## src/rtl/adrdec_pkg.sv

```systemverilog
// Shared types and constants for the programmable address decoder (adrdec_multi).
package adrdec_pkg;

    typedef struct packed {
        logic [3:0] size_mask;
        logic       x;
        logic       w;
        logic       r;
        logic       supported;
    } region_attr_t;

    typedef enum logic [1:0] {
        CFG_BASE   = 2'd0,
        CFG_RANGE  = 2'd1,
        CFG_ATTR   = 2'd2,
        CFG_HITCNT = 2'd3
    } cfg_field_e;

    localparam logic [1:0] SIZE_8  = 2'd0;
    localparam logic [1:0] SIZE_16 = 2'd1;
    localparam logic [1:0] SIZE_32 = 2'd2;
    localparam logic [1:0] SIZE_64 = 2'd3;

endpackage

```

## src/rtl/adrdec_region.sv

```systemverilog
// One decode region: base/range/attribute registers, combinational hit and,
// with ADRDEC_PERF_EN defined, a saturating hit counter.
module adrdec_region
    import adrdec_pkg::*;
#(
    parameter int unsigned PA_BITS  = 56,
    parameter int unsigned CNT_BITS = 16
) (
    input  logic                clk,
    input  logic                reset_n,
    input  logic                we_base_i,
    input  logic                we_range_i,
    input  logic                we_attr_i,
    input  logic [PA_BITS-1:0]  wdata_i,
    input  logic [PA_BITS-1:0]  req_adr_i,
    input  logic [1:0]          req_size_i,
    input  logic [2:0]          req_access_i,
`ifdef ADRDEC_PERF_EN
    input  logic                cnt_clr_i,
    input  logic                cnt_inc_i,
`endif
    output logic [PA_BITS-1:0]  base_o,
    output logic [PA_BITS-1:0]  range_o,
    output region_attr_t        attr_o,
    output logic [CNT_BITS-1:0] cnt_o,
    output logic                hit_o
);

    logic [PA_BITS-1:0] base_q;
    logic [PA_BITS-1:0] range_q;
    region_attr_t       attr_q;
    logic               adr_match;
    logic               acc_ok;

    always_ff @(posedge clk or negedge reset_n) begin
        if (!reset_n) begin
            base_q  <= '0;
            range_q <= '0;
            attr_q  <= '0;
        end else begin
            if (we_base_i)  base_q  <= wdata_i;
            if (we_range_i) range_q <= wdata_i;
            if (we_attr_i)  attr_q  <= region_attr_t'(wdata_i[7:0]);
        end
    end

    // Range bits are don't-care address bits; every other bit must equal Base.
    assign adr_match = &((req_adr_i ~^ base_q) | range_q);
    assign acc_ok    = |(req_access_i & {attr_q.x, attr_q.w, attr_q.r});
    assign hit_o     = adr_match & attr_q.supported & acc_ok & attr_q.size_mask[req_size_i];

    assign base_o  = base_q;
    assign range_o = range_q;
    assign attr_o  = attr_q;

`ifdef ADRDEC_PERF_EN
    logic [CNT_BITS-1:0] cnt_q;
    logic [CNT_BITS-1:0] cnt_d;

    always_comb begin
        cnt_d = cnt_q;
        if (cnt_clr_i) begin
            cnt_d = '0;
        end else if (cnt_inc_i && (cnt_q != '1)) begin
            cnt_d = cnt_q + 1'b1;
        end
    end

    always_ff @(posedge clk or negedge reset_n) begin
        if (!reset_n) cnt_q <= '0;
        else          cnt_q <= cnt_d;
    end

    assign cnt_o = cnt_q;
`else
    assign cnt_o = '0;
`endif

endmodule

```

## src/rtl/adrdec_multi.sv

```systemverilog
// N-region programmable physical-address decoder with a 1-entry registered response.
// Optional per-region hit counters are built when ADRDEC_PERF_EN is defined.
module adrdec_multi
    import adrdec_pkg::*;
#(
    parameter int unsigned PA_BITS  = 56,
    parameter int unsigned NREGIONS = 8,
    parameter int unsigned CNT_BITS = 16,
    localparam int unsigned IDX_W   = (NREGIONS > 1) ? $clog2(NREGIONS) : 1
) (
    input  logic                clk,
    input  logic                reset_n,
    input  logic                ReqValid,
    output logic                ReqReady,
    input  logic [PA_BITS-1:0]  ReqAdr,
    input  logic [1:0]          ReqSize,
    input  logic [2:0]          ReqAccess,
    output logic                RspValid,
    input  logic                RspReady,
    output logic [NREGIONS-1:0] RspSel,
    output logic [IDX_W-1:0]    RspIdx,
    output logic                RspErr,
    input  logic                CfgWe,
    input  logic [IDX_W-1:0]    CfgIdx,
    input  logic [1:0]          CfgField,
    input  logic [PA_BITS-1:0]  CfgWData,
    output logic [PA_BITS-1:0]  CfgRData,
    input  logic                CfgLock
);

    logic [PA_BITS-1:0]  base_a  [NREGIONS];
    logic [PA_BITS-1:0]  range_a [NREGIONS];
    region_attr_t        attr_a  [NREGIONS];
    logic [CNT_BITS-1:0] cnt_a   [NREGIONS];
    logic [NREGIONS-1:0] hit;

    logic                rsp_valid_q;
    logic [NREGIONS-1:0] sel_q;
    logic [IDX_W-1:0]    idx_q;
    logic                err_q;
    logic                lock_q;

    logic [NREGIONS-1:0] sel_d;
    logic [IDX_W-1:0]    idx_d;
    logic                err_d;
    logic                accept;
    logic                idx_ok;
    logic                cfg_wr;
    cfg_field_e          field;

    assign field    = cfg_field_e'(CfgField);
    assign idx_ok   = (32'(CfgIdx) < NREGIONS);
    // Uses the pre-update lock, so a write coinciding with CfgLock still lands.
    assign cfg_wr   = CfgWe & ~lock_q & idx_ok;
    assign ReqReady = ~rsp_valid_q | RspReady;
    assign accept   = ReqValid & ReqReady;

    for (genvar g = 0; g < NREGIONS; g++) begin : g_region
        logic sel_idx;
        assign sel_idx = (CfgIdx == IDX_W'(g));

        adrdec_region #(
            .PA_BITS  (PA_BITS),
            .CNT_BITS (CNT_BITS)
        ) u_region (
            .clk          (clk),
            .reset_n      (reset_n),
            .we_base_i    (cfg_wr & sel_idx & (field == CFG_BASE)),
            .we_range_i   (cfg_wr & sel_idx & (field == CFG_RANGE)),
            .we_attr_i    (cfg_wr & sel_idx & (field == CFG_ATTR)),
            .wdata_i      (CfgWData),
            .req_adr_i    (ReqAdr),
            .req_size_i   (ReqSize),
            .req_access_i (ReqAccess),
`ifdef ADRDEC_PERF_EN
            .cnt_clr_i    (CfgWe & idx_ok & sel_idx & (field == CFG_HITCNT)),
            .cnt_inc_i    (accept & sel_d[g]),
`endif
            .base_o       (base_a[g]),
            .range_o      (range_a[g]),
            .attr_o       (attr_a[g]),
            .cnt_o        (cnt_a[g]),
            .hit_o        (hit[g])
        );
    end

    always_comb begin
        sel_d = '0;
        idx_d = '0;
        err_d = 1'b1;
        for (int unsigned i = 0; i < NREGIONS; i++) begin
            if (hit[i] && err_d) begin
                sel_d[i] = 1'b1;
                idx_d    = IDX_W'(i);
                err_d    = 1'b0;
            end
        end
    end

    always_ff @(posedge clk or negedge reset_n) begin
        if (!reset_n) begin
            rsp_valid_q <= 1'b0;
            sel_q       <= '0;
            idx_q       <= '0;
            err_q       <= 1'b0;
        end else if (accept) begin
            rsp_valid_q <= 1'b1;
            sel_q       <= sel_d;
            idx_q       <= idx_d;
            err_q       <= err_d;
        end else if (RspReady) begin
            rsp_valid_q <= 1'b0;
        end
    end

    always_ff @(posedge clk or negedge reset_n) begin
        if (!reset_n) lock_q <= 1'b0;
        else          lock_q <= lock_q | CfgLock;
    end

    always_comb begin
        CfgRData = '0;
        if (idx_ok) begin
            case (field)
                CFG_BASE:   CfgRData = base_a[CfgIdx];
                CFG_RANGE:  CfgRData = range_a[CfgIdx];
                CFG_ATTR:   CfgRData = PA_BITS'(attr_a[CfgIdx]);
                CFG_HITCNT: CfgRData = PA_BITS'(cnt_a[CfgIdx]);
                default:    CfgRData = '0;
            endcase
        end
    end

    assign RspValid = rsp_valid_q;
    assign RspSel   = sel_q;
    assign RspIdx   = idx_q;
    assign RspErr   = err_q;

endmodule

```

## config.mk

```make
export PLATFORM = sky130hd
export DESIGN_NAME = adrdec_multi
export DESIGN_NICKNAME = d
export VERILOG_FILES = /design/src/rtl/adrdec_pkg.sv /design/src/rtl/adrdec_region.sv /design/src/rtl/adrdec_multi.sv
export SDC_FILE = /design/constraint.sdc
export NUM_CORES = 2
export LEC_CHECK = 0
export BUFFER_PORTS_ARGS = -buffer_cell sky130_fd_sc_hd__buf_4
export CELL_PAD_IN_SITES_DETAIL_PLACEMENT = 0
export CELL_PAD_IN_SITES_GLOBAL_PLACEMENT = 2
export CORE_UTILIZATION = 46
export CTS_CLUSTER_DIAMETER = 100
export CTS_CLUSTER_SIZE = 14
export DETAILED_ROUTE_END_ITERATION = 16
export GPL_TIMING_DRIVEN = 0
export PLACE_DENSITY = 0.82
export SETUP_SLACK_MARGIN = 0.4
export SLEW_MARGIN = 20
export SYNTH_ARGS = -nofsm -noshare
export SYNTH_HDL_FRONTEND = slang
export SYNTH_SLANG_ARGS = --single-unit
```

## constraint.sdc

```tcl
create_clock -name clk -period 4.1 [get_ports clk]
set_clock_uncertainty 0.2 [all_clocks]
set_input_delay 0.615 -clock clk [delete_from_list [all_inputs] [get_ports clk]]
set_output_delay 0.615 -clock clk [all_outputs]
set_load 0.03 [all_outputs]
```

==> results by group <==
Status
  – Status: finished with violations
  – Failing checks: design-rule violations

Placement
  – Buffers on Ports: 131
  – Dpl ws: -0.880 ns
  – DP Wirelength: 180000 um
  – Routability Congestion: 1.06
  – Placed insts: 5090

Routing
  – Drt first-iter violations: 5241
  – DR pass1 iterations: 12
  – WL/cell: 45.2 um
  – Post-Route WL: 235000 um
  – Number of vias per cell: 6.94
  – DRC Markers: 4
  – Via count: 36112
  – Final antenna-violating net count: 0

CTS
  – Clk_lat worst skew: 0.67 ns
  – H-tree Lvls: 3
  – CTS Buf Count: 80
  – CTS Root Cell: clkbuf_16
  – Worst-path clk slew: 0.07 ns
  – Clk buf depth: 3
  – # clock sinks: 974
  – CTS tree: built

Power
  – Clock share of power: 38.0%
  – Sw Ratio: 27.7%
  – Int Pwr: 14.1 mW
  – Sequential share of power: 50.7%
  – Comb power frac: 11.3%
  – Cell Pwr Density: 344 mW/mm^2
  – Switch Pwr: 5.40 mW
  – Final Power: 19.5 mW
  – Leakage power figure: 25.5 nW
  – Max VDD drop: 0.000345 V

Final layout
  – Layout net count: 3906
  – Layout area overhead: 11.9%
  – Final cell count without fillers: 5205
  – Fillers: 9419
  – Share of cells above drive strength 1: 45.2%

Floorplan
  – Total I/O pin count: 198
  – Die Ht: 333 um
  – FP Rows: 121
  – Initial core utilization: 46.4%
  – Placeable Area: 0.109 sq mm
  – Die Width: 333 um
  – Die footprint: 0.111 sq mm

STA
  – FMAX: 0.257 GHz
  – Slew headroom: 11.2%
  – RSZ-0062 raised after global routing: yes
  – Final period util: 94.8%
  – Fin. max-slew vios: 0
  – # setup viols final: 0
  – Final hold violation count: 0
  – Setup tns final: 0 ns
  – WHS: 0.0142 ns
  – Final worst setup slack: 0.213 ns
  – Crit path time final: 3.89 ns
  – Worst-Margin Slew: 1.33 ns

Worst setup path
  – Crit path DAT: 4.27 ns
  – CP Max Fanout: 10
  – Startpoint Class: primary input
  – Setup crit end kind: register
  – Crit path kind: in -> reg
  – Worst EP required: 4.48 ns

Min path
  – Min-Delay Path Class: in -> reg

Synthesis
  – Post-synth ARST share: 100%
  – Number of synthesized flops with an enable pin: 0
  – Main flop type after synthesis: dfrtp_1
  – Seq/Total Area, Yosys: 48.3%
  – Post-Syn Instances: 3531
  – Number of warnings issued by yosys: 0
  – Synthesized area per cell: 14.3 sq um
  – Post-Syn Area: 0.0505 sq mm
  – Synth Register Bits: 974
  – Distinct cells, synth: 49
  – Syn Nets: 3659

Global route
  – Vias in the first global route: 34388
  – Gr ovfl total: 0
  – First-pass GRT wire length: 311000 um
  – Largest net degree at the start of global routing: 140
  – All-layer global routing usage: 42.2%
  – Initial antenna violation count: 20

Run
  – Max_cap viols: 0
==> kinds of logic (layout without fill, tap and decap cells) <==
| kind of cell | Yosys count | after routing | synth area share [%] |
|---|---|---|---|
| buf+inv | 318 | 573 | 2.72 |
| simple gates | 245 | 245 | 2.75 |
| flops | 974 | 974 | 48.3 |
| mux | 1278 | 1278 | 35.0 |
| other cells | 0 | 5 | 0 |
| compound gates | 268 | 268 | 3.48 |
| xor+xnor | 448 | 448 | 7.77 |
==> synthesized netlist by cell type, types with 7 or more instances <==
| library cell | n | area [sq um] |
|---|---|---|
| dfrtp_1 | 974 | 24400 |
| xnor2_1 | 442 | 3870 |
| o21ai_0 | 10 | 50.1 |
| nor2_1 | 50 | 188 |
| clkbuf_1 | 161 | 604 |
| mux2i_1 | 14 | 140 |
| mux2_2 | 961 | 10800 |
| nand2b_1 | 7 | 43.8 |
| mux2_1 | 9 | 101 |
| a222oi_1 | 11 | 110 |
| buf_1 | 19 | 71.3 |
| nand3_1 | 12 | 60.1 |
| inv_1 | 13 | 48.8 |
| buf_2 | 121 | 606 |
| nor3_1 | 13 | 65.1 |
| nand2_1 | 39 | 146 |
| o22ai_1 | 215 | 1350 |
| nor2b_1 | 54 | 338 |
| nor4_1 | 42 | 263 |
| mux4_2 | 294 | 6620 |
==> critical path: stages <==
cell	delay, ns
buf_2	0.51
clkinv_2	0.55
a222oi_1	0.74
nor4b_2	0.33
nand4_1	0.33
nor4_4	0.60
nor4_2	0.17
and2_4	0.21
a22o_1	0.18
==> cell type report <==
cell class	count	area [sq um]	area share, %
Multi-Input combinational cell	2239	24900	44.0
Sequential cell	974	24400	43.1
Clock buffer	85	2110	3.72
Buffer	304	1810	3.20
Tap cell	1414	1770	3.13
Timing Repair Buffer	165	1460	2.58
Inverter	14	53.8	0.0952
Clock inverter	5	50.0	0.0885
Antenna cell	5	12.5	0.0221
==> path summary, 6_finish.rpt <==
| kind | slack (ns) | end | depth (start not counted) | start |
|---|---|---|---|---|
| hold reg to reg | 0.29 | RspSel[4]$_DFFE_PN0P_ | 2 | RspSel[4]$_DFFE_PN0P_ |
| setup / recovery | 0.21 | RspSel[6]$_DFFE_PN0P_ | 9 | ReqSize[0] |
| max in group asynchronous | 0.97 | g_region[6].u_region.base_o[32]$_DFFE_PN0P_ | 6 | reset_n |
| hold / removal | 0.01 | g_region[7].u_region.base_o[40]$_DFFE_PN0P_ | 2 | CfgWData[40] |
| min in group asynchronous | 0.42 | g_region[2].u_region.range_o[2]$_DFFE_PN0P_ | 3 | reset_n |
| setup reg to reg | 0.43 | RspIdx[2]$_DFFE_PN0P_ | 8 | g_region[7].u_region.base_o[37]$_DFFE_PN0P_ |
==> flip-flops by register name, summed over array words and instances, names as in the netlist <==
register	flops
RspErr	1
RspIdx	3
RspSel	8
RspValid	1
g_region.u_region.attr_o	64
g_region.u_region.base_o	448
g_region.u_region.range_o	448
lock_q	1
==> layer usage <==
metal / wire length (um) / track usage (%) / vias to the layer above / part of all wire (%)
met5: 98 / 0 / - / 0.042
met4: 16900 / 24.4 / 14 / 7.2
met3: 30800 / 17.1 / 620 / 13
met2: 99000 / 59.8 / 2603 / 42
met1: 88400 / 54.4 / 19284 / 38
li1: - / - / 13591 / -
==> power by group through the flow <==
stage | Clock [mW] | Combinational [mW] | Sequential (mW)
floorplan | 0 | 0.975 | 9.98
global placement | 0 | 2.02 | 10.0
detailed placement | 0 | 2.06 | 10.0
CTS | 7.36 | 2.11 | 9.85
global route | 7.68 | 2.24 | 9.87
finish | 7.40 | 2.21 | 9.86
==> cell usage in the layout (no fill, tap or decap), types with 11 or more instances in the layout <==
master and n:
dfrtp_1 974, nor2_1 50, nor2b_1 52, nand3_1 12, buf_2 110, clkbuf_4 14
buf_12 13, nand2_1 39, clkbuf_1 124, clkbuf_16 86, mux2i_1 14, xnor2_1 433
nor4_1 38, inv_1 13, nor3_1 11, a222oi_1 11, o22ai_1 215, clkbuf_2 13
buf_4 155, mux4_2 294, mux2_2 961
==> repair_timing <==
action / 4_1_cts / 5_1_grt
endpoints found under the hold margin: 155 / 0
resized for setup: 134 / 46
cloned: 0 / 1
hold buffers: 8 / 0
buffers inserted: 0 / 10
endpoints found under the setup margin: 81 / 51
pin swaps: 2 / 1
==> per-stage QoR <==
| step | util [%] | area (sq um) |
|---|---|---|
| floorplan | - | 50500 |
| global placement | 48.9 | 53300 |
| detailed placement | 49.2 | 53600 |
| CTS | 51.7 | 56200 |
| global route | 51.9 | 56500 |
| finish | 51.9 | 56500 |
Note: power is estimated with default switching activity, not from simulation.
